$ cat src/rtl/div_unit_if.sv
// Handshake and operand/result bundle between the EX stage and the divide unit.
// The pipeline side drives through master; the divider uses slave.
interface div_unit_if #(
  parameter int N       = 32,
  parameter int FUNCT_W = 2
);
  logic               start;
  logic               kill;
  logic [FUNCT_W-1:0] funct;
  logic [N-1:0]       x;
  logic [N-1:0]       y;
  logic               busy;
  logic               done;
  logic [N-1:0]       z;
  logic               div_zero;

  modport master (
    output start, kill, funct, x, y,
    input  busy, done, z, div_zero
  );

  modport slave (
    input  start, kill, funct, x, y,
    output busy, done, z, div_zero
  );
endinterface

$ cat src/rtl/div_unit.sv
// Multi-cycle RV32M DIV/DIVU/REM/REMU unit: radix-2 restoring divider producing
// one quotient bit per cycle, with RISC-V defined results for /0 and overflow.
module div_unit #(
  parameter int N       = 32,
  parameter int FUNCT_W = 2
) (
  input logic       clk,
  input logic       rst_n,
  div_unit_if.slave bus
);

  localparam int CNT_W = $clog2(N);

  typedef enum logic [2:0] {
    IDLE,
    CHECK,
    CALC,
    FIX,
    DONE
  } state_t;

  state_t state, state_nx;

  logic [FUNCT_W-1:0] funct_r;
  logic [N-1:0]       x_r;
  logic [N-1:0]       y_r;
  logic [N-1:0]       q;
  logic [N-1:0]       rem;
  logic [N-1:0]       dvs;
  logic [CNT_W-1:0]   cnt;
  logic [N-1:0]       z_r;
  logic               dz_r;

  logic               is_signed;
  logic               is_rem;
  logic               y_zero;
  logic               ovf;
  logic               special;
  logic [N-1:0]       abs_x;
  logic [N-1:0]       abs_y;
  logic [N:0]         shifted;
  logic [N:0]         diff;
  logic               ge;
  logic [N-1:0]       rem_nx;
  logic [N-1:0]       q_nx;
  logic               neg_q;
  logic               neg_r;
  logic [N-1:0]       fix_val;
  logic [N-1:0]       special_val;
  logic               accept;

  // funct[0]=1 selects unsigned, funct[1]=1 selects remainder
  assign is_signed = ~funct_r[0];
  assign is_rem    = funct_r[1];
  assign y_zero    = (y_r == '0);
  assign ovf       = is_signed && (x_r == {1'b1, {(N-1){1'b0}}}) && (y_r == '1);
  assign special   = y_zero || ovf;

  // Negating the most negative value leaves it unchanged, which reads as +2^(N-1) unsigned
  assign abs_x = (is_signed && x_r[N-1]) ? -x_r : x_r;
  assign abs_y = (is_signed && y_r[N-1]) ? -y_r : y_r;

  // The partial remainder can reach 2*dvs-1, so the trial subtract is N+1 bits wide;
  // its top bit is set exactly when the subtraction would go negative.
  assign shifted = {rem, q[N-1]};
  assign diff    = shifted - {1'b0, dvs};
  assign ge      = ~diff[N];
  assign rem_nx  = ge ? diff[N-1:0] : shifted[N-1:0];
  assign q_nx    = {q[N-2:0], ge};

  assign neg_q   = is_signed && (x_r[N-1] ^ y_r[N-1]);
  assign neg_r   = is_signed && x_r[N-1];
  assign fix_val = is_rem ? (neg_r ? -rem : rem) : (neg_q ? -q : q);

  // Overflow only occurs with x at the most negative value, so x_r is the DIV result there
  assign special_val = y_zero ? (is_rem ? x_r : '1) : (is_rem ? '0 : x_r);

  assign accept = (state == IDLE) && bus.start && !bus.kill;

  // State register
  always_ff @(posedge clk or negedge rst_n) begin
    if (!rst_n) begin
      state <= IDLE;
    end else begin
      state <= state_nx;
    end
  end

  // Next-state logic; kill aborts everything except the already-committed DONE cycle
  always_comb begin
    state_nx = state;
    case (state)
      IDLE: begin
        if (accept) begin
          state_nx = CHECK;
        end
      end
      CHECK: begin
        if (bus.kill) begin
          state_nx = IDLE;
        end else if (special) begin
          state_nx = DONE;
        end else begin
          state_nx = CALC;
        end
      end
      CALC: begin
        if (bus.kill) begin
          state_nx = IDLE;
        end else if (cnt == '0) begin
          state_nx = FIX;
        end
      end
      FIX: begin
        if (bus.kill) begin
          state_nx = IDLE;
        end else begin
          state_nx = DONE;
        end
      end
      DONE: begin
        state_nx = IDLE;
      end
      default: begin
        state_nx = IDLE;
      end
    endcase
  end

  // Datapath; the result register is written on entry to DONE so z is valid with done
  always_ff @(posedge clk or negedge rst_n) begin
    if (!rst_n) begin
      funct_r <= '0;
      x_r     <= '0;
      y_r     <= '0;
      q       <= '0;
      rem     <= '0;
      dvs     <= '0;
      cnt     <= '0;
      z_r     <= '0;
      dz_r    <= 1'b0;
    end else begin
      case (state)
        IDLE: begin
          if (accept) begin
            funct_r <= bus.funct;
            x_r     <= bus.x;
            y_r     <= bus.y;
          end
        end
        CHECK: begin
          if (!bus.kill) begin
            if (special) begin
              z_r  <= special_val;
              dz_r <= y_zero;
            end else begin
              rem <= '0;
              q   <= abs_x;
              dvs <= abs_y;
              cnt <= CNT_W'(N - 1);
            end
          end
        end
        CALC: begin
          if (!bus.kill) begin
            rem <= rem_nx;
            q   <= q_nx;
            cnt <= cnt - 1'b1;
          end
        end
        FIX: begin
          if (!bus.kill) begin
            z_r  <= fix_val;
            dz_r <= 1'b0;
          end
        end
        default: begin
        end
      endcase
    end
  end

  assign bus.busy     = (state != IDLE);
  assign bus.done     = (state == DONE);
  assign bus.z        = z_r;
  assign bus.div_zero = dz_r;

endmodule

$ cat src/flat_wrapper.sv
// flat-port wrapper written by rule: the top's interface ports become plain ports
module div_unit_flat 
#(
  parameter int N       = 32,
  parameter int FUNCT_W = 2
)
  (clk, rst_n, bus_start, bus_kill, bus_funct, bus_x, bus_y, bus_busy, bus_done, bus_z, bus_div_zero);
  div_unit_if #(.N(N), .FUNCT_W(FUNCT_W)) bus_i ();
  input logic clk;
  input logic rst_n;
  input wire logic [$bits(bus_i.start)-1:0] bus_start;
  input wire logic [$bits(bus_i.kill)-1:0] bus_kill;
  input wire logic [$bits(bus_i.funct)-1:0] bus_funct;
  input wire logic [$bits(bus_i.x)-1:0] bus_x;
  input wire logic [$bits(bus_i.y)-1:0] bus_y;
  output wire logic [$bits(bus_i.busy)-1:0] bus_busy;
  output wire logic [$bits(bus_i.done)-1:0] bus_done;
  output wire logic [$bits(bus_i.z)-1:0] bus_z;
  output wire logic [$bits(bus_i.div_zero)-1:0] bus_div_zero;
  assign bus_i.start = bus_start;
  assign bus_i.kill = bus_kill;
  assign bus_i.funct = bus_funct;
  assign bus_i.x = bus_x;
  assign bus_i.y = bus_y;
  assign bus_busy = bus_i.busy;
  assign bus_done = bus_i.done;
  assign bus_z = bus_i.z;
  assign bus_div_zero = bus_i.div_zero;
  div_unit #(.N(N), .FUNCT_W(FUNCT_W)) u_core (.clk(clk), .rst_n(rst_n), .bus(bus_i));
endmodule
$ cat config.mk
export PLATFORM = sky130hd
export DESIGN_NAME = div_unit_flat
export DESIGN_NICKNAME = d
export VERILOG_FILES = /design/src/rtl/div_unit_if.sv /design/src/rtl/div_unit.sv /design/src/flat_wrapper.sv
export SDC_FILE = /design/constraint.sdc
export NUM_CORES = 1
export LEC_CHECK = 0
export ABC_CLOCK_PERIOD_IN_PS = 9400
export BUFFER_PORTS_ARGS = -buffer_cell sky130_fd_sc_hd__clkbuf_2
export CAP_MARGIN = 20
export CORE_UTILIZATION = 30
export DETAILED_ROUTE_END_ITERATION = 10
export GPL_ROUTABILITY_DRIVEN = 0
export PLACE_DENSITY = 0.54
export SLEW_MARGIN = 15
export SYNTH_ARGS = -nofsm -noshare
export SYNTH_HDL_FRONTEND = slang
export SYNTH_SLANG_ARGS = --single-unit
export TNS_END_PERCENT = 30
$ cat constraint.sdc
create_clock -name clk -period 9.4 [get_ports clk]
set_input_delay 1.88 -clock clk [delete_from_list [all_inputs] [get_ports clk]]
set_output_delay 1.88 -clock clk [all_outputs]
set_load 0.005 [all_outputs]
# Word level (Yosys, flattened, before mapping)
# Cells that the tools add are included.
# word_totals
in_bits	70
reg_bits	203
output_inout_bits	35
elab_cells	90
# classes
n_reduce_logical	20
n_bitwise	5
eq_ne	13
n_mux	36
n_addsub	6
# ops
cell	count
$mux W32	18
$pmux W32 S2	3
$neg A32 Y32	4
$eq A32 B32 Y1 const B	2
$sub A33 B32 Y33	1
$logic_not A32 Y1	1
$mux W3	6
$mux W5	3
$pmux W3 S4	1
$pmux W5 S2	1
$ne A2 B2 Y1 const B	4
$reduce_and A4 Y1	2
$logic_and A1 B1 Y1	7
$eq A3 B2 Y1 const B	2
$logic_not A5 Y1	1
$sub A5 B1 Y5 const B	1
$ne A2 B1 Y1 const B	2
$not A1 Y1	4
$reduce_and A2 Y1	2
$reduce_bool A2 Y1	2
$eq A3 B1 Y1 const B	1
$eq A3 B3 Y1 const B	1
$logic_not A3 Y1	1
$mux W1	3
other kinds (7)	7

# Longest topological paths before layout
# Gate-level depths: netlist (run 1).
# depth
ltp_word	7
depth_mapped	12
mapped_depth_nobuf	11

# Worst setup path before layout (run 1)
# No wires, ideal clock.
# synth_timing
path_kind	register to register
startpoint	register u_core.q[31]
endpoint	register u_core.rem[1]
stages_incl_launch_ff	13
n_path_buf	1
required_ns	9.278
synth_period_minus_slack_ns	3.265
setup_ns	0.122
arrival_ns	3.143
setup_slack_ns	6.135
cell_sequence	dfrtp_1 > inv_1 > ha_1 > fa_1 > nand2b_1 > a211oi_1 > o211ai_1 > o31ai_2 > a21oi_1 > xor2_1 > clkbuf_1 > nand2_1 > a32o_1
# synth_via
elab_chain_len	4
# synth_lines
element	line_no	text
start, declared	div_unit.sv:27	logic [N-1:0] q;
start signal, assigned	div_unit.sv:158	q <= abs_x;
start signal, assigned	div_unit.sv:167	q <= q_nx;
$sub A33 B32 Y33	div_unit.sv:66	assign diff = shifted - {1'b0, dvs};
$mux W32	div_unit.sv:68	assign rem_nx = ge ? diff[N-1:0] : shifted[N-1:0];
$mux W32	div_unit.sv:165	if (!bus.kill) begin
$pmux W32 S2	div_unit.sv:143	case (state)
end signal, assigned	div_unit.sv:166	rem <= rem_nx;
end, declared	div_unit.sv:28	logic [N-1:0] rem;
# No other way between the ends. The select of a mux whose other input is x is not followed.
# A chain may end at the register's enable or synchronous reset.

# Worst setup path in the final report (run 1)
# layout_timing
startpoint	register u_core.x_r[1]
endpoint	register u_core.q[15]
# layout_via
elab_chain_len	6
elab_cells_between_ends	11
cone_classes	1 x add/sub; 2 x eq/ne; 4 x mux; 4 x reduce/logical
# layout_lines
element	line_no	text
start, declared	div_unit.sv:25	logic [N-1:0] x_r;
start signal, assigned	div_unit.sv:147	x_r <= bus.x;
branches (longest 6 deep; another with $neg A32 Y32)	--	
# Parallel ways; which one is timed is not known. The select of a mux whose other input is x is not followed.

==> results of run 1 <==
==> through the flow <==
step,setup slack (ns),power [mW],cells,instance area [sq um],hold WS [ns]
final,5.01,4.05,2205,15300,0.474
after global routing,4.67,4.31,2205,15300,0.491
after CTS,5.09,4.05,2204,15300,0.479
after floorplan,6.14,2.48,1538,13400,0.466
after global placement,4.95,2.97,2161,14400,0.462
after detailed placement,4.90,2.99,2161,14400,0.466
==> registers in the layout, indices dropped and copies added (netlist names) <==
| signal | count |
|---|---|
| u_core.cnt | 5 |
| u_core.y_r | 32 |
| u_core.funct_r | 2 |
| u_core.rem | 32 |
| u_core.state | 3 |
| u_core.bus.z | 32 |
| u_core.bus.div_zero | 1 |
| u_core.q | 32 |
| u_core.dvs | 32 |
| u_core.x_r | 32 |
==> cell usage in the layout (no fill, tap or decap), drive strengths merged, types with 17 or more instances in the layout <==
cell type | Yosys | layout
nor3 | 41 | 41
a21oi | 137 | 137
mux2 | 68 | 68
o31ai | 17 | 17
o21ai | 140 | 140
xor2 | 57 | 57
clkbuf | 72 | 136
nor4 | 18 | 18
nand3 | 35 | 35
nand2 | 143 | 143
dfrtp | 203 | 203
o211ai | 39 | 39
xnor2 | 88 | 88
ha | 39 | 39
inv | 64 | 64
nor2 | 123 | 123
a21o | 24 | 24
==> cells in the mapped netlist, types with 39 or more instances <==
| master | count |
|---|---|
| dfrtp_1 | 203 |
| a21oi_1 | 137 |
| o21ai_0 | 124 |
| nor3_1 | 41 |
| mux2_2 | 68 |
| xnor2_1 | 87 |
| clkbuf_1 | 70 |
| xor2_1 | 57 |
| nand2_1 | 143 |
| nor2_1 | 121 |
| inv_1 | 63 |
| ha_1 | 39 |
==> area by class of cell <==
class,instances,area [sq um]
multi-input combinational,1183,7730
inverter,64,240
antenna,1,2.50
fill,4707,28800
clock buffer,32,692
timing repair buffer,119,642
tap,592,741
clock inverter,11,180
sequential,203,5080
==> layer usage <==
| layer | global-route usage | share of wire | up-vias |
|---|---|---|---|
| li1 | - | - | 5659 |
| met1 | 0.271 | 0.46 | 5884 |
| met2 | 0.296 | 0.45 | 386 |
| met3 | 0.0307 | 0.067 | 68 |
| met4 | 0.0648 | 0.030 | 0 |
| met5 | 0 | 0 | - |
==> cell families (layout without fill, tap and decap cells) <==
kind of cell	Yosys count	in the layout	share of synthesized area
AOI/OAI and AO/OA	461	461	0.214
xor gates and xnor gates	145	145	0.0954
muxes	75	75	0.0624
adders and majority gates	40	40	0.0379
buffers and inverters	152	226	0.0462
DFF	203	203	0.379
other	0	1	0
and+or+nand+nor	462	462	0.165
==> worst max-delay path, cell delays in order (launching register included) <==
cell and delay, ns:
dfrtp_1 0.42, inv_1 0.09, ha_1 0.17, nor4b_1 0.60
nand2_1 0.12, or4_4 0.60, o211ai_4 0.35, nor2_4 0.06
buf_4 0.29, nor2_4 0.14, buf_4 0.63, inv_2 0.39
o211ai_1 0.22, nand2_1 0.08
==> power groups by stage <==
stage / combinational, mW / sequential, mW / clock (mW)
5_1_grt: 1.75 / 1.47 / 1.09
4_1_cts: 1.57 / 1.42 / 1.06
3_5_place_dp: 1.55 / 1.44 / 0
6_report: 1.58 / 1.43 / 1.04
3_3_place_gp: 1.54 / 1.43 / 0
2_1_floorplan: 1.15 / 1.33 / 0
==> worst paths after layout <==
path / to / slack, ns
max: u_core.q[15]$_DFFE_PN0P_ / 5.01
min: u_core.bus.z[5]$_DFFE_PN0P_ / 0.47
max reg2reg: u_core.q[15]$_DFFE_PN0P_ / 5.01
min reg2reg: u_core.bus.z[5]$_DFFE_PN0P_ / 0.47
max in group asynchronous: u_core.y_r[19]$_DFFE_PN0P_ / 6.56
min in group asynchronous: u_core.bus.z[12]$_DFFE_PN0P_ / 1.35
==> impl_metrics.json, run 1 <==
{
  "status": "finished clean",
  "cts_repair_resize_count": 0,
  "overflow": 0,
  "fin_util": 0.347,
  "grt_start_max_net_pins": 80,
  "synth_top_area_share": 0.379,
  "path_max_fanout": 79,
  "ctsHoldBuffers": 0,
  "drt-initial-drc-count": 1040,
  "swShare": 0.405,
  "max_cap_viol_count": 0,
  "combPwrFrac": 0.390,
  "synth_fp_nets": 1648,
  "drtAntennaViolNets": 0,
  "postSynthCellCount": 1538,
  "cts_root_buf": "clkbuf_16",
  "gr-usage-all-layers": 0.192,
  "syn_to_final_growth_pct": 14.3,
  "synthTopCellsByArea": "dfrtp_1, mux2_2, xnor2_1, a21oi_1, o21ai_0",
  "die_y_microns": 213,
  "min_period_over_period": 0.467,
  "htree_levels": 1,
  "ys.flop_type": "dfrtp_1",
  "tightest_slew_ns": 1.22,
  "yosys_warnings": 0,
  "post_cts_buffers": 0,
  "p_seq_frac": 0.354,
  "ff2ff_path_depth": 13,
  "cts_tree": "yes",
  "io_pins": 105,
  "hold_violations": 0,
  "syn_area_sq_um": 13400,
  "slew_viol_final": 0,
  "cp.arrival_ns": 4.81,
  "vias": 12000,
  "synth-async-reset-ratio": 1.00,
  "dpl.hpwl_microns": 32300,
  "start_util": 0.303,
  "startpoint": "u_core.x_r[1]$_DFFE_PN0P_",
  "numCtsBuffers": 24,
  "hold_path_startpoint": "u_core.bus.z[5]$_DFFE_PN0P_",
  "netSwitchingPower_mw": 1.64,
  "synth_edf_count": 0,
  "fmax_mhz": 228,
  "routed_wl_microns": 43700,
  "final_nets": 1705,
  "grt_pass1_wl_microns": 67400,
  "rows": 77,
  "critPathRequiredTime_ns": 9.82,
  "core_sq_um": 44100,
  "clock_path_buffers": 3,
  "p_leak_nw": 6.61,
  "grt_pass1_vias": 11400,
  "endpoint_kind": "flop",
  "skew_ns": 0.0155,
  "syn_area_per_cell_sq_um": 8.71,
  "hold-path-cell-count": 1,
  "dr.pass1.iters": 5,
  "clock_power_share": 0.256,
  "setup_viol": 0,
  "layout-drive-gt1-share": 0.159,
  "crit_path_start_kind": "flop",
  "via_per_inst": 5.44,
  "ys_ff_latch": 203,
  "rsz0062_at_grt": "false",
  "path_clk_slew_ns": 0.06,
  "synth_cell_types": 76,
  "die_width_microns": 213,
  "io_buffer_count": 104,
  "drcViolationCount": 0,
  "intPower_mw": 2.41,
  "path_class": "reg2reg",
  "hold_class": "reg2reg",
  "antenna_found_initial": 1,
  "timing.setup.tns_ns": 0,
  "die_area_sq_um": 45500,
  "synth-seq-area-share": 0.379,
  "yosysTopAreaCell": "dfrtp_1",
  "min_period_ns": 4.39,
  "reg2reg_from": "u_core.x_r[1]$_DFFE_PN0P_",
  "clk_latency_ns": 0.54,
  "detail_route.wl_per_cell_microns": 19.8,
  "ir_worst_vdd_v": 0.000152,
  "powerDensity_nw_per_um2": 265,
  "clkSinkCount": 203,
  "max_slew_margin": 0.186
}
Note: power is estimated with default switching activity, not from simulation.
==> inputs of run 2 (changes only) <==
--- a/config.mk
+++ b/config.mk
@@ -5,7 +5,7 @@
 export SDC_FILE = /design/constraint.sdc
 export NUM_CORES = 1
 export LEC_CHECK = 0
-export ABC_CLOCK_PERIOD_IN_PS = 9400
+export ABC_CLOCK_PERIOD_IN_PS = 4570
 export BUFFER_PORTS_ARGS = -buffer_cell sky130_fd_sc_hd__clkbuf_2
 export CAP_MARGIN = 20
 export CORE_UTILIZATION = 30
==> constraint.sdc (replaced) <==
create_clock -name clk -period 4.57 [get_ports clk]
set_input_delay 0.914 -clock clk [delete_from_list [all_inputs] [get_ports clk]]
set_output_delay 0.914 -clock clk [all_outputs]
set_load 0.005 [all_outputs]
==> impl_metrics.json, run 2 (synthesis gave the netlist of run 1 again) <==
{
  "finalHoldWorstSlack_ns": 0.422,
  "antenna_found_initial": 0,
  "die_y_microns": 213,
  "syn_to_final_growth_pct": 14.3,
  "gr-usage-all-layers": 0.188,
  "reg2reg_from": "u_core.x_r[24]$_DFFE_PN0P_",
  "mostFrequentLayoutCell": "dfrtp_1",
  "max_slew_margin": 0.311,
  "htree_levels": 1,
  "io_pins": 105,
  "tightest_slew_ns": 1.03,
  "post_cts_buffers": 0,
  "die_area_sq_um": 45500,
  "io_buffer_count": 104,
  "worstSetupEndpoint": "u_core.bus.z[24]$_DFFE_PN0P_",
  "timing.setup.tns_ns": 0,
  "path_clk_slew_ns": 0.06,
  "rows": 77,
  "drcViolationCount": 0,
  "critPathRequiredTime_ns": 4.99,
  "rsz0062_at_grt": "false",
  "clkSinkCount": 203,
  "drt-initial-drc-count": 844,
  "p_leak_nw": 6.60,
  "numCtsBuffers": 23,
  "endpoint_kind": "flop",
  "n_fill_cell": 4623,
  "start_util": 0.303,
  "cts_root_buf": "clkbuf_16",
  "min_period_over_period": 0.845,
  "cts_tree": "yes",
  "path_class": "reg2reg",
  "grt_pass1_vias": 11200,
  "hold_violations": 0,
  "startpoint": "u_core.x_r[24]$_DFFE_PN0P_",
  "core_sq_um": 44100,
  "setup_viol": 0,
  "ff2ff_path_depth": 7,
  "hold_class": "in2async",
  "power.total_mw": 8.15,
  "drtAntennaViolNets": 0,
  "detail_route.wl_per_cell_microns": 19.3,
  "final_cell_mix": "dfrtp_1, nand2_1, a21oi_1",
  "layout-drive-gt1-share": 0.162,
  "regArea_sq_um": 5080,
  "grt_pass1_wl_microns": 66300,
  "path_max_fanout": 37,
  "cts_repair_resize_count": 0,
  "via_per_inst": 5.35,
  "fmax_mhz": 259,
  "crit_path_start_kind": "flop",
  "r2r_slack_ns": 0.71,
  "clock_path_buffers": 3,
  "die_width_microns": 213,
  "skew_ns": 0.0127,
  "multi_input_area_sq_um": 7730,
  "powerDensity_nw_per_um2": 533,
  "vias": 11800,
  "grt_start_max_net_pins": 80,
  "ctsHoldBuffers": 0,
  "routed_wl_microns": 42600,
  "dr.pass1.iters": 5,
  "regToRegEndpoint": "u_core.bus.z[24]$_DFFE_PN0P_",
  "overflow": 0,
  "status": "finished clean",
  "min_period_ns": 3.86,
  "max_cap_viol_count": 0,
  "clk_latency_ns": 0.53,
  "diodes": 0,
  "slew_viol_final": 0,
  "cp.arrival_ns": 4.28,
  "ir_worst_vdd_v": 0.000309,
  "final_nets": 1713,
  "dpl.hpwl_microns": 32200
}
## run 2: cell types whose count changed in the layout (fill, tap and decap cells not counted), sizes merged
| cell | delta |
|---|---|
| buf | +9 |
| clkinv | -4 |
| clkinvlp | +3 |
| bufinv | -2 |
| clkbuf | -1 |
| diode | -1 |
## run 2: area by class of cell
type | instances | share of cell area
multi-input cells | 1183 | 0.505
flip-flops and latches | 203 | 0.332
well taps | 592 | 0.0484
repair buffers | 128 | 0.0472
clock buffers | 31 | 0.0435
inverters | 64 | 0.0157
clock inverters | 8 | 0.00801
## run 2: through the flow
step	cell area, sq um	instances	setup slack, ns	util
2_1_floorplan	13400	1538	1.31	-
3_3_place_gp	14500	2170	0.769	0.329
3_5_place_dp	14500	2170	0.735	0.329
4_1_cts	15300	2209	0.733	0.347
5_1_grt	15300	2209	0.588	0.347
6_report	15300	2209	0.710	0.347
## run 2: worst min-delay path by stage
stage                                      start                            to  slack [ns]  depth (start not counted)
floorplan              u_core.cnt[0]$_DFFE_PN0P_     u_core.cnt[0]$_DFFE_PN0P_        0.47                          1
global placement    u_core.bus.z[23]$_DFFE_PN0P_  u_core.bus.z[23]$_DFFE_PN0P_        0.47                          1
detailed placement  u_core.bus.z[25]$_DFFE_PN0P_  u_core.bus.z[25]$_DFFE_PN0P_        0.47                          1
CTS                                        rst_n   u_core.bus.z[3]$_DFFE_PN0P_        0.44                          1
global route                               rst_n   u_core.bus.z[1]$_DFFE_PN0P_        0.47                          1
finish                                     rst_n   u_core.bus.z[4]$_DFFE_PN0P_        0.42                          1
## run 2: worst max-delay path: stages, from the launching register on
cell and delay (ns):
dfrtp_1 0.46, or4_1 0.66, nor4_1 0.62, nand4_1 0.38
o211ai_4 0.46, nand3_4 0.42, buf_4 0.37, a221o_1 0.35
## run 2: metal layers
layer | GRT usage | share of wire | vias up
met5 | 0 | 0 | -
met4 | 0.0532 | 0.023 | 0
met3 | 0.0231 | 0.055 | 50
met2 | 0.296 | 0.45 | 333
met1 | 0.268 | 0.47 | 5761
li1 | - | - | 5675
## run 2: where the power goes
group          leakage, nW  switching, mW  internal, mW
clock                0.380          0.776          1.18
combinational         3.69           1.91          1.33
sequential            2.53          0.647          2.31
total                 6.60           3.33          4.82
==> inputs of run 3 (changes only) <==
--- a/config.mk
+++ b/config.mk
@@ -5,7 +5,7 @@
 export SDC_FILE = /design/constraint.sdc
 export NUM_CORES = 1
 export LEC_CHECK = 0
-export ABC_CLOCK_PERIOD_IN_PS = 4570
+export ABC_CLOCK_PERIOD_IN_PS = 3800
 export BUFFER_PORTS_ARGS = -buffer_cell sky130_fd_sc_hd__clkbuf_2
 export CAP_MARGIN = 20
 export CORE_UTILIZATION = 30
==> constraint.sdc (replaced) <==
create_clock -name clk -period 3.8 [get_ports clk]
set_input_delay 0.76 -clock clk [delete_from_list [all_inputs] [get_ports clk]]
set_output_delay 0.76 -clock clk [all_outputs]
set_load 0.005 [all_outputs]
==> impl_metrics.json, run 3 (synthesis gave the netlist of run 1 again) <==
{
  "drcViolationCount": 0,
  "grt_start_max_net_pins": 77,
  "rows": 77,
  "ctsHoldBuffers": 0,
  "timing.setup.tns_ns": 0,
  "swShare": 0.400,
  "max_cap_viol_count": 0,
  "powerDensity_nw_per_um2": 654,
  "r2r_slack_ns": 0.42,
  "layout-drive-gt1-share": 0.172,
  "overflow": 0,
  "intPower_mw": 6.11,
  "tightest_slew_ns": 0.983,
  "path_buf_inv": 1,
  "combPwrFrac": 0.383,
  "vias": 12000,
  "rsz0062_at_grt": "false",
  "slew_viol_final": 0,
  "antenna_found_initial": 1,
  "path_clk_slew_ns": 0.06,
  "power.total_mw": 10.2,
  "hold_violations": 0,
  "skew_ns": 0.0253,
  "die_width_microns": 213,
  "max_slew_margin": 0.345,
  "placed_cells": 2185,
  "crit_family": "simple AND/OR/NAND/NOR gates",
  "stdcell_count": 2229,
  "detail_route.wl_per_cell_microns": 19.6,
  "mostFrequentLayoutCell": "dfrtp_1",
  "fmax_mhz": 296,
  "hold_class": "in2async",
  "p_seq_frac": 0.350,
  "status": "finished clean",
  "endpoint_kind": "flop",
  "io_pins": 105,
  "cts_tree": "yes",
  "ir_worst_vdd_v": 0.000469,
  "clk_latency_ns": 0.55,
  "setup_ws_ns": 0.420,
  "clock_path_buffers": 3,
  "max_stage_delay_ns": 0.65,
  "setup_viol": 0,
  "place_area_sq_um": 14600,
  "path_cells": "or4_1, nor4_1, nand4_1, o211ai_4, nand3_4, buf_4, a21oi_1, a211oi_1",
  "p_leak_nw": 6.75,
  "regArea_sq_um": 5080,
  "die_y_microns": 213,
  "dr.pass1.iters": 7,
  "cts_repair_resize_count": 0,
  "preCtsSetupSlack_ns": 0.441,
  "critPathRequiredTime_ns": 4.20,
  "numCtsBuffers": 24,
  "drtAntennaViolNets": 0,
  "gr-usage-all-layers": 0.192,
  "core_sq_um": 44100,
  "io_buffer_count": 104,
  "final_nets": 1729,
  "routed_wl_microns": 43800,
  "min_period_ns": 3.38,
  "clkSinkCount": 203,
  "clock_power_share": 0.266,
  "via_per_inst": 5.39,
  "postLayoutCellArea_sq_um": 15600,
  "syn_to_final_growth_pct": 16.3,
  "dpl.hpwl_microns": 32900,
  "n_fill_cell": 4653,
  "netSwitchingPower_mw": 4.07,
  "start_util": 0.303,
  "drt-initial-drc-count": 1063,
  "multi_input_area_sq_um": 7730,
  "diodes": 0,
  "path_max_fanout": 27,
  "cpMaxStageDelayCell": "or4_1",
  "die_area_sq_um": 45500,
  "path_class": "reg2reg",
  "min_period_over_period": 0.889,
  "cts_root_buf": "clkbuf_16",
  "final_cell_mix": "dfrtp_1, nand2_1, a21oi_1",
  "cp.arrival_ns": 3.78,
  "post_cts_buffers": 0,
  "grt_pass1_wl_microns": 67600,
  "htree_levels": 1,
  "crit_path_start_kind": "flop",
  "grt_pass1_vias": 11500
}
run 3: cell types whose count changed in the layout (fill, tap and decap cells not counted):
cell / change
buf_12: +1
clkinv_2: -1
buf_4: +14
inv_6: +1
clkinv_4: +1
bufinv_16: +3
clkinvlp_4: -2
clkbuf_16: +2
clkbuf_1: +1
run 3: path summary, 6_finish.rpt:
| kind | start | to | cells past startpoint |
|---|---|---|---|
| worst max-delay path | u_core.x_r[24]$_DFFE_PN0P_ | u_core.bus.z[18]$_DFFE_PN0P_ | 8 |
| worst min-delay path | rst_n | u_core.bus.z[12]$_DFFE_PN0P_ | 1 |
| worst max register to register | u_core.x_r[24]$_DFFE_PN0P_ | u_core.bus.z[18]$_DFFE_PN0P_ | 8 |
| worst min register to register | u_core.bus.z[23]$_DFFE_PN0P_ | u_core.bus.z[23]$_DFFE_PN0P_ | 1 |
| max in group asynchronous | rst_n | u_core.y_r[23]$_DFFE_PN0P_ | 2 |
| min in group clk | bus_x[14] | u_core.x_r[14]$_DFFE_PN0P_ | 2 |
run 3: power groups by stage:
stage                     clock [mW]  combinational [mW]  sequential, mW
after global placement             0                3.82            3.57
after floorplan                    0                2.85            3.28
after global routing            2.85                4.34            3.67
after detailed placement           0                3.85            3.59
final                           2.71                3.90            3.57
after CTS                       2.76                3.88            3.55
run 3: stage by stage:
| stage | util | hold slack (ns) |
|---|---|---|
| 2_1_floorplan | - | 0.464 |
| 3_3_place_gp | 0.332 | 0.462 |
| 3_5_place_dp | 0.332 | 0.465 |
| 4_1_cts | 0.353 | 0.244 |
| 5_1_grt | 0.353 | 0.269 |
| 6_report | 0.353 | 0.208 |
run 3: cell type report:
cell class                 instances  area share
inverter                          64      0.0154
sequential                       203       0.326
timing repair buffer             143      0.0544
multi-input combinational       1183       0.497
clock buffer                      34      0.0462
tap                              592      0.0476
clock inverter                    10      0.0135
run 3: layer usage:
layer,GRT usage,part of all wire,vias to the layer above
li1,-,-,5717
met1,0.270,0.46,5813
met2,0.303,0.45,398
met3,0.0300,0.066,83
met4,0.0574,0.026,2
met5,0,0.00030,-
run 3: worst register-to-register path: stages, from the launching register on:
cell and delay [ns]:
dfrtp_1 0.45, or4_1 0.65, nor4_1 0.47, nand4_1 0.33, o211ai_4 0.42, nand3_4 0.34, buf_4 0.35, a21oi_1 0.17
a211oi_1 0.06
